`src/rtl/seq_add_ctrl_pkg.sv`:
```
// Shared definitions for the byte-serial add/subtract controller:
// FSM state encoding and the width of one datapath slice.
package seq_add_ctrl_pkg;

  localparam int SLICE_W = 8;

  typedef enum logic [1:0] {
    IDLE = 2'd0,
    RUN  = 2'd1,
    DONE = 2'd2
  } state_t;

endpackage

```
`src/rtl/seq_add_ctrl_rca.sv`:
```
// 8-bit ripple-carry adder slice; also exposes the carry into the MSB
// so the controller can derive signed overflow.
module seq_add_ctrl_rca
  import seq_add_ctrl_pkg::*;
(
  input  logic [SLICE_W-1:0] a,
  input  logic [SLICE_W-1:0] b,
  input  logic               cin,
  output logic [SLICE_W-1:0] sum,
  output logic               cout,
  output logic               c_msb
);

  // Ripple the carry bit by bit; the chain lives in one local variable.
  always_comb begin
    logic [SLICE_W:0] c_v;
    c_v    = '0;
    c_v[0] = cin;
    sum    = '0;
    for (int i = 0; i < SLICE_W; i++) begin
      sum[i]   = a[i] ^ b[i] ^ c_v[i];
      c_v[i+1] = (a[i] & b[i]) | (c_v[i] & (a[i] ^ b[i]));
    end
    cout  = c_v[SLICE_W];
    c_msb = c_v[SLICE_W-1];
  end

endmodule

```
`src/rtl/seq_add_ctrl.sv`:
```
// Byte-serial adder/subtractor: one shared 8-bit RCA processes one slice
// per cycle, LSB first, with the slice carry held in a register.
module seq_add_ctrl
  import seq_add_ctrl_pkg::*;
#(
  parameter int NBYTES = 4
) (
  input  logic                      clk,
  input  logic                      rst,
  input  logic                      start,
  input  logic                      sub,
  input  logic [SLICE_W*NBYTES-1:0] op_a,
  input  logic [SLICE_W*NBYTES-1:0] op_b,
  output logic                      busy,
  output logic                      done,
  output logic [SLICE_W*NBYTES-1:0] result,
  output logic                      cout,
  output logic                      ovf
);

  localparam int W    = SLICE_W * NBYTES;
  localparam int IDXW = (NBYTES > 1) ? $clog2(NBYTES) : 1;
  localparam logic [IDXW-1:0] LAST_IDX = IDXW'(NBYTES - 1);

  state_t            state_r;
  state_t            state_s;
  logic [IDXW-1:0]   idx_r;
  logic [W-1:0]      a_r;
  logic [W-1:0]      b_r;
  logic [W-1:0]      result_r;
  logic              sub_r;
  logic              carry_r;
  logic              busy_r;
  logic              done_r;
  logic              cout_r;
  logic              ovf_r;
  logic [SLICE_W-1:0] slice_a_s;
  logic [SLICE_W-1:0] slice_b_s;
  logic [SLICE_W-1:0] sum_s;
  logic              cin_s;
  logic              slice_cout_s;
  logic              slice_cmsb_s;
  logic              last_s;

  // Slice selection from the captured operands; B is inverted for subtract.
  always_comb begin
    slice_a_s = a_r[int'(idx_r)*SLICE_W +: SLICE_W];
    slice_b_s = b_r[int'(idx_r)*SLICE_W +: SLICE_W] ^ {SLICE_W{sub_r}};
    cin_s     = (idx_r == '0) ? sub_r : carry_r;
    last_s    = (idx_r == LAST_IDX);
  end

  seq_add_ctrl_rca u_rca (
    .a     (slice_a_s),
    .b     (slice_b_s),
    .cin   (cin_s),
    .sum   (sum_s),
    .cout  (slice_cout_s),
    .c_msb (slice_cmsb_s)
  );

  // Next-state logic.
  always_comb begin
    state_s = state_r;
    case (state_r)
      IDLE: begin
        if (start) state_s = RUN;
        else       state_s = IDLE;
      end
      RUN: begin
        if (last_s) state_s = DONE;
        else        state_s = RUN;
      end
      DONE:    state_s = IDLE;
      default: state_s = IDLE;
    endcase
  end

  // State register.
  always_ff @(posedge clk) begin
    if (rst) state_r <= IDLE;
    else     state_r <= state_s;
  end

  // Operand capture, per-slice result write and registered status outputs.
  // done follows the DONE state by one cycle so it is a clean register.
  always_ff @(posedge clk) begin
    if (rst) begin
      idx_r    <= '0;
      a_r      <= '0;
      b_r      <= '0;
      sub_r    <= 1'b0;
      carry_r  <= 1'b0;
      result_r <= '0;
      cout_r   <= 1'b0;
      ovf_r    <= 1'b0;
      busy_r   <= 1'b0;
      done_r   <= 1'b0;
    end else begin
      busy_r <= (state_s != IDLE);
      done_r <= (state_r == DONE);
      case (state_r)
        IDLE: begin
          if (start) begin
            a_r   <= op_a;
            b_r   <= op_b;
            sub_r <= sub;
            idx_r <= '0;
          end
        end
        RUN: begin
          result_r[int'(idx_r)*SLICE_W +: SLICE_W] <= sum_s;
          carry_r <= slice_cout_s;
          if (last_s) begin
            idx_r  <= '0;
            cout_r <= slice_cout_s;
            ovf_r  <= slice_cmsb_s ^ slice_cout_s;
          end else begin
            idx_r <= idx_r + IDXW'(1);
          end
        end
        DONE:    ;
        default: ;
      endcase
    end
  end

  assign busy   = busy_r;
  assign done   = done_r;
  assign result = result_r;
  assign cout   = cout_r;
  assign ovf    = ovf_r;

endmodule

```
`config.mk`:
```
export PLATFORM = sky130hd
export DESIGN_NAME = seq_add_ctrl
export DESIGN_NICKNAME = d
export VERILOG_FILES = /design/src/rtl/seq_add_ctrl_pkg.sv /design/src/rtl/seq_add_ctrl_rca.sv /design/src/rtl/seq_add_ctrl.sv
export SDC_FILE = /design/constraint.sdc
export NUM_CORES = 1
export LEC_CHECK = 0
export CAP_MARGIN = 0
export CORE_UTILIZATION = 35
export CTS_CLUSTER_DIAMETER = 50
export DETAILED_ROUTE_END_ITERATION = 7
export RECOVER_POWER = 100
export SYNTH_ARGS = -nofsm -noshare
export SYNTH_HDL_FRONTEND = slang
export SYNTH_HIERARCHICAL = 1
export SYNTH_SLANG_ARGS = --single-unit
```
`constraint.sdc`:
```
create_clock -name clk -period 4.6 [get_ports clk]
set_input_delay 0.92 -clock clk [delete_from_list [all_inputs] [get_ports clk]]
set_output_delay 0.92 -clock clk [all_outputs]
set_load 0.01 [all_outputs]
```
==> results.yml, run 1 <==
outcome:
  outcome: "finished with violations"
  violations: "max-capacitance violations, max-slew violations"
floorplan:
  die-width_microns: 117
  ios: 104
  dieHeight_microns: 117
  start_util: 0.362
  row_count: 41
  dieArea_sq_um: 13700
  core_sq_um: 12800
routing:
  vias: 3872
  routed_wl_microns: 11600
  dr.first_iter.drc_count: 216
  avgRoutedWirePerCell_microns: 14.7
  antenna_left: 0
  first_pass_iters: 4
  via_per_inst: 4.91
  drc: 0
setup_path:
  worstPathMaxFanout: 8
  cp.arrival_ns: 4.70
  cp_common_cell: "fa_2"
  r2r_start: "idx_r[0]"
  critPathLaunch: "idx_r[0]"
  critPathLaunchType: "flip-flop"
  crit_type: "flip-flop to flip-flop"
  max_stage_delay_ns: 0.63
  cp.required_ns: 4.86
  crit_slowest_cell: "fa_2"
  path_cells: "buf_4, inv_1, ha_2, mux2_2, fa_1, inv_1, fa_1, inv_1, fa_2, fa_2, fa_2, fa_2, inv_2, fa_1, inv_1, fa_2, nand4_1, a21oi_2"
  critPathCaptureType: "flip-flop"
global_route:
  top_usage_layer: "met2"
  met3_usage: 0.0257
  grt_pass1_wl_microns: 18700
  grt_max_degree: 107
  first_global_vias: 3929
  use_met1: 0.222
  antenna_found_initial: 0
  grt_usage: 0.179
  gr-total-overflow: 0
  use_met2: 0.321
finish:
  nets: 695
  final_common_cell: "nand2_1"
  stdcell_count: 789
  final_cell_mix: "164 x nand2_1, 105 x dfxtp_1, 99 x a21oi_1, 65 x clkdlybuf4s50_1, 37 x dlygate4sd3_1"
  diodes: 0
  area_growth_pct: 31.1
  nFillCells: 1215
  drive_gt1_frac: 0.0827
sta:
  drv_slew: 66
  tightest_slew_ns: 2.60
  slew_headroom: -0.737
  final.setup.tns_ns: 0
  timing.final.crit_period_ns: 4.44
  period_share: 0.966
  setup_viol: 0
  fmax_ghz: 0.225
  hold_viol: 0
  fin_skew_ns: 0.00711
  rsz0062_at_grt: "false"
placement:
  portBuffers: 103
  gp_congestion: 0.785
  dp_hpwl_microns: 8370
  placed_cells: 773
clock_tree:
  insertion_delay_ns: 0.34
  postCtsHoldBufs: 0
  cts_tree: "yes"
  htreeDepth: 3
  cts_buffers: 9
  cts_sinks: 106
  clk_pin_slew_ns: 0.07
  clock_path_buffers: 2
  clock-root-buffer: "clkbuf_16"
logic_synthesis:
  synth-seq-cells: 106
  syn_inst: 528
  async_flop_share: 0
  ys_types: 31
  syn_nets: 610
  synth_ff_type: "dfxtp_1"
  synth_edf_count: 0
  syn-cell-area_sq_um: 4630
  synth.avg_cell_area_sq_um: 8.77
  yosysWarnings: 6
  yosysSeqAreaShare: 0.458
power_and_ir_drop:
  power_per_cell_area_nw_per_um2: 337
  vdd_drop_max_v: 0.000192
  p_total_mw: 2.04
  p_leak_nw: 2.31
flow_run:
  maxCapViolations: 1
worst_hold_path:
  min_path_type: "flip-flop to flip-flop"
  min_from: "result[10]"
==> cells in the mapped netlist (4+ instances only) <==
cell,instances,area (sq um)
a21oi_1,101,505
and3b_1,4,35.0
buf_1,4,15.0
buf_2,15,75.1
clkbuf_1,17,63.8
dfxtp_1,106,2120
fa_1,8,160
ha_1,6,75.1
inv_1,13,48.8
mux4_1,7,184
mux4_2,9,203
nand2_1,164,616
nand3_1,32,160
nand3b_1,5,37.5
nor2_1,4,15.0
xor2_1,9,78.8
==> cell type report <==
class,instances,area [sq um],area share
Clock buffer,11,243,0.0400
Clock inverter,4,52.6,0.00866
Inverter,13,48.8,0.00804
Timing Repair Buffer,114,1100,0.182
Tap cell,172,215,0.0355
Sequential cell,106,2130,0.350
Multi-Input combinational cell,369,2280,0.376
==> critical path, delay by kind of cell (launching register included) <==
kind,cells,cell delay [ns]
flops,1,0.37
buf+inv,6,0.52
compound gates,1,0.14
simple gates,1,0.11
fa+ha+maj,9,2.87
mux,1,0.35
==> state kept, by name, indices dropped and copies added, names as in the netlist <==
name,cells
cout,1
ovf,1
a_r,32
b_r,32
done,1
carry_r,1
sub_r,1
result,32
state_r,2
idx_r,2
busy,1
==> path summary, 6_finish.rpt <==
check / end / depth (start not counted) / slack (ns)
worst max-delay path: result[15] / 18 / 0.16
worst min-delay path: result[10] / 2 / 0.45
worst max register to register: result[15] / 18 / 0.16
worst min register to register: result[10] / 2 / 0.45
==> metal layers <==
metal | vias to the layer above | wire length (microns) | share of wire
met3 | 9 | 455 | 0.039
met5 | - | 0 | 0
met4 | 0 | 97 | 0.0084
li1 | 1940 | - | -
met2 | 102 | 5800 | 0.50
met1 | 1821 | 5240 | 0.45
==> what timing repair did <==
action | 4_1_cts | 5_1_grt
pin swaps | 0 | 2
gates resized for setup | 1 | 11
setup endpoints to repair | 4 | 7
hold endpoints to repair | 0 | 0
buffers inserted | 0 | 1
==> per-stage QoR <==
stage,worst slack (ns),utilization,cell area (sq um),hold WS (ns)
6_report,0.155,0.475,6070,0.451
5_1_grt,0.00310,0.475,6070,0.467
4_1_cts,0.0298,0.474,6050,0.456
3_5_place_dp,-0.00706,0.450,5750,0.445
3_3_place_gp,0.0850,0.450,5750,0.440
2_1_floorplan,0.0483,-,4630,0.432
==> cell families after synthesis <==
logic type,after synthesis,share of synthesized area
xor gates and xnor gates,9,0.0170
buffers and inverters,53,0.0546
and+or+nand+nor,224,0.218
muxes,19,0.0903
adders and majority gates,14,0.0508
AOI/OAI and AO/OA,103,0.111
DFF,106,0.458
==> report_power, final <==
group / leakage [nW] / total (mW) / switching, mW / internal [mW]
clock network: 0.134 / 0.760 / 0.326 / 0.434
registers: 0.866 / 0.980 / 0.0228 / 0.957
logic: 1.31 / 0.303 / 0.162 / 0.141
total: 2.31 / 2.04 / 0.511 / 1.53
Power figures use the tool's default switching activity.
==> run 2: changes to the inputs <==
Settings changed: CELL_PAD_IN_SITES_DETAIL_PLACEMENT from default to 2, CELL_PAD_IN_SITES_GLOBAL_PLACEMENT from default to 2, CORE_MARGIN from default to 1.5, CORE_UTILIZATION 35 to 27, PLACE_DENSITY_LB_ADDON from default to 0.1.
==> run 2 against run 1 <==
Net effect: the run now ends clean; cell count up 6.3%; via count rose by 2.2%; wire length up 25%; sequential power hardly changed; non-clock buffer count increased by 1; die area increased by 31%; count of clock-buffer cells in the layout grew 1; first-iteration DRC count down 13%; clock power grew 2%; critical endpoint is now result[31]; largest cell class unchanged; highest routed layer unchanged.
==> results.yml, run 2 (synthesis results as in run 1) <==
finish:
  final_cell_mix: "164 x nand2_1, 105 x dfxtp_1, 100 x a21oi_1, 65 x clkdlybuf4s50_1, 37 x dlygate4sd3_1"
  area_growth_pct: 32.3
  drive_gt1_frac: 0.0840
  diodes: 0
  nFillCells: 1840
  final_common_cell: "nand2_1"
  design_area_sq_um: 6130
  nets: 696
clock_tree:
  cts_sinks: 106
  clock_path_buffers: 2
  clock-root-buffer: "clkbuf_16"
  cts_tree: "yes"
  htreeDepth: 3
  insertion_delay_ns: 0.36
  clk_pin_slew_ns: 0.07
  cts_buffers: 9
global_route:
  grt_max_degree: 107
  grt_pass1_wl_microns: 22900
  first_global_vias: 4282
  gr-total-overflow: 0
  antenna_found_initial: 0
  grt_usage: 0.168
power_and_ir_drop:
  p_sw_mw: 0.548
  p_leak_nw: 2.33
  p_sw_frac: 0.265
  p_total_mw: 2.07
  pwr-share-comb: 0.152
  vdd_drop_max_v: 0.000179
  p_clk_frac: 0.373
  power_per_cell_area_nw_per_um2: 338
  intPower_mw: 1.52
  seqPwrFrac: 0.475
placement:
  gp_congestion: 0.746
  dp_worst_setup_slack_ns: -0.160
  place_area_sq_um: 5820
  dp_hpwl_microns: 10500
  portBuffers: 103
routing:
  avgRoutedWirePerCell_microns: 17.2
  drc: 0
  via_per_inst: 4.72
  first_pass_iters: 4
  vias: 3959
  routed_wl_microns: 14500
  dr.first_iter.drc_count: 188
  antenna_left: 0
sta:
  whs_ns: 0.449
  layout_setup_ws_ns: 0.201
  period_share: 0.956
  fmax_ghz: 0.227
  rsz0062_at_grt: "false"
  tightest_slew_ns: 1.28
  fin_skew_ns: 0.00759
  slew_headroom: 0.146
  setup_viol: 0
  hold_viol: 0
  drv_slew: 0
  timing.final.crit_period_ns: 4.40
  final.setup.tns_ns: 0
worst_hold_path:
  hold_end: "result[17]"
  min_path_type: "flip-flop to flip-flop"
  hold_path_depth: 2
  min_from: "result[17]"
setup_path:
  r2r_end: "result[31]"
  crit_type: "flip-flop to flip-flop"
  critPathLaunchType: "flip-flop"
  worst-r2r-cell-count: 16
  worstPathMaxFanout: 4
  cp.required_ns: 4.87
  critPathCaptureType: "flip-flop"
  cp.arrival_ns: 4.67
  r2r_slack_ns: 0.20
  r2r_start: "idx_r[0]"
floorplan:
  dieArea_sq_um: 17900
  dieHeight_microns: 134
  row_count: 47
  core_sq_um: 16600
  die-width_microns: 134
  start_util: 0.278
  ios: 104
outcome:
  outcome: "finished clean"
flow_run:
  maxCapViolations: 0
==> run 2: metrics by stage <==
stage / utilization / std cells
5_1_grt: 0.368 / 839
6_report: 0.368 / 839
4_1_cts: 0.367 / 838
2_1_floorplan: - / 528
3_3_place_gp: 0.350 / 822
3_5_place_dp: 0.350 / 822
==> run 2: critical path, cell delays in order, from the launching register on <==
cell	delay [ns]
dfxtp_4	0.37
mux4_2	0.51
xor2_1	0.18
fa_1	0.42
inv_1	0.08
fa_1	0.17
inv_1	0.06
fa_2	0.34
fa_2	0.34
fa_2	0.35
fa_2	0.34
inv_1	0.08
fa_1	0.17
inv_1	0.08
fa_2	0.58
nand3_1	0.09
a21oi_1	0.15
==> run 2: what timing repair did <==
| item | 4_1_cts | 5_1_grt |
|---|---|---|
| endpoints found under the hold margin | 0 | 0 |
| gates cloned | 0 | 0 |
| setup endpoints to repair | 9 | 5 |
| buffers inserted | 0 | 1 |
| hold buffers | 0 | 0 |
| pin swaps | 1 | 4 |
| resized for setup | 8 | 3 |
==> run 2: metal layers <==
metal  vias to the layer above  GRT usage  share of wire  wire length (microns)
met5                         -          0              0                      0
met4                         0     0.0682          0.020                    294
met3                        16     0.0268          0.031                    441
met2                        68      0.304           0.52                   7550
met1                      1943      0.197           0.43                   6170
li1                       1932          -              -                      -
==> run 2: final cells by class <==
cell class                 instances  area [sq um]  share of cell area
tap                              220           275              0.0449
inverter                          13          48.8             0.00797
multi-input combinational        369          2270               0.371
timing repair buffer             115          1120               0.182
clock inverter                     4          52.6             0.00858
clock buffer                      12           236              0.0386
sequential                       106          2130               0.347
==> run 2: worst max-delay path by stage <==
stage	startpoint	to	slack, ns	cells after the start
after global routing	idx_r[0]	result[7]	0.03	16
after detailed placement	idx_r[0]	result[31]	-0.16	16
final	idx_r[0]	result[31]	0.20	16
after CTS	idx_r[0]	result[31]	0.05	16
after floorplan	idx_r[1]	ovf	0.05	20
after global placement	idx_r[0]	result[15]	0.06	16
==> run 2: power groups by stage <==
stage / registers, mW / clock network [mW] / logic (mW)
after detailed placement: 1.01 / 0 / 0.317
after global routing: 0.988 / 0.838 / 0.348
after global placement: 1.00 / 0 / 0.310
final: 0.983 / 0.774 / 0.315
after floorplan: 0.994 / 0 / 0.178
after CTS: 0.984 / 0.799 / 0.324
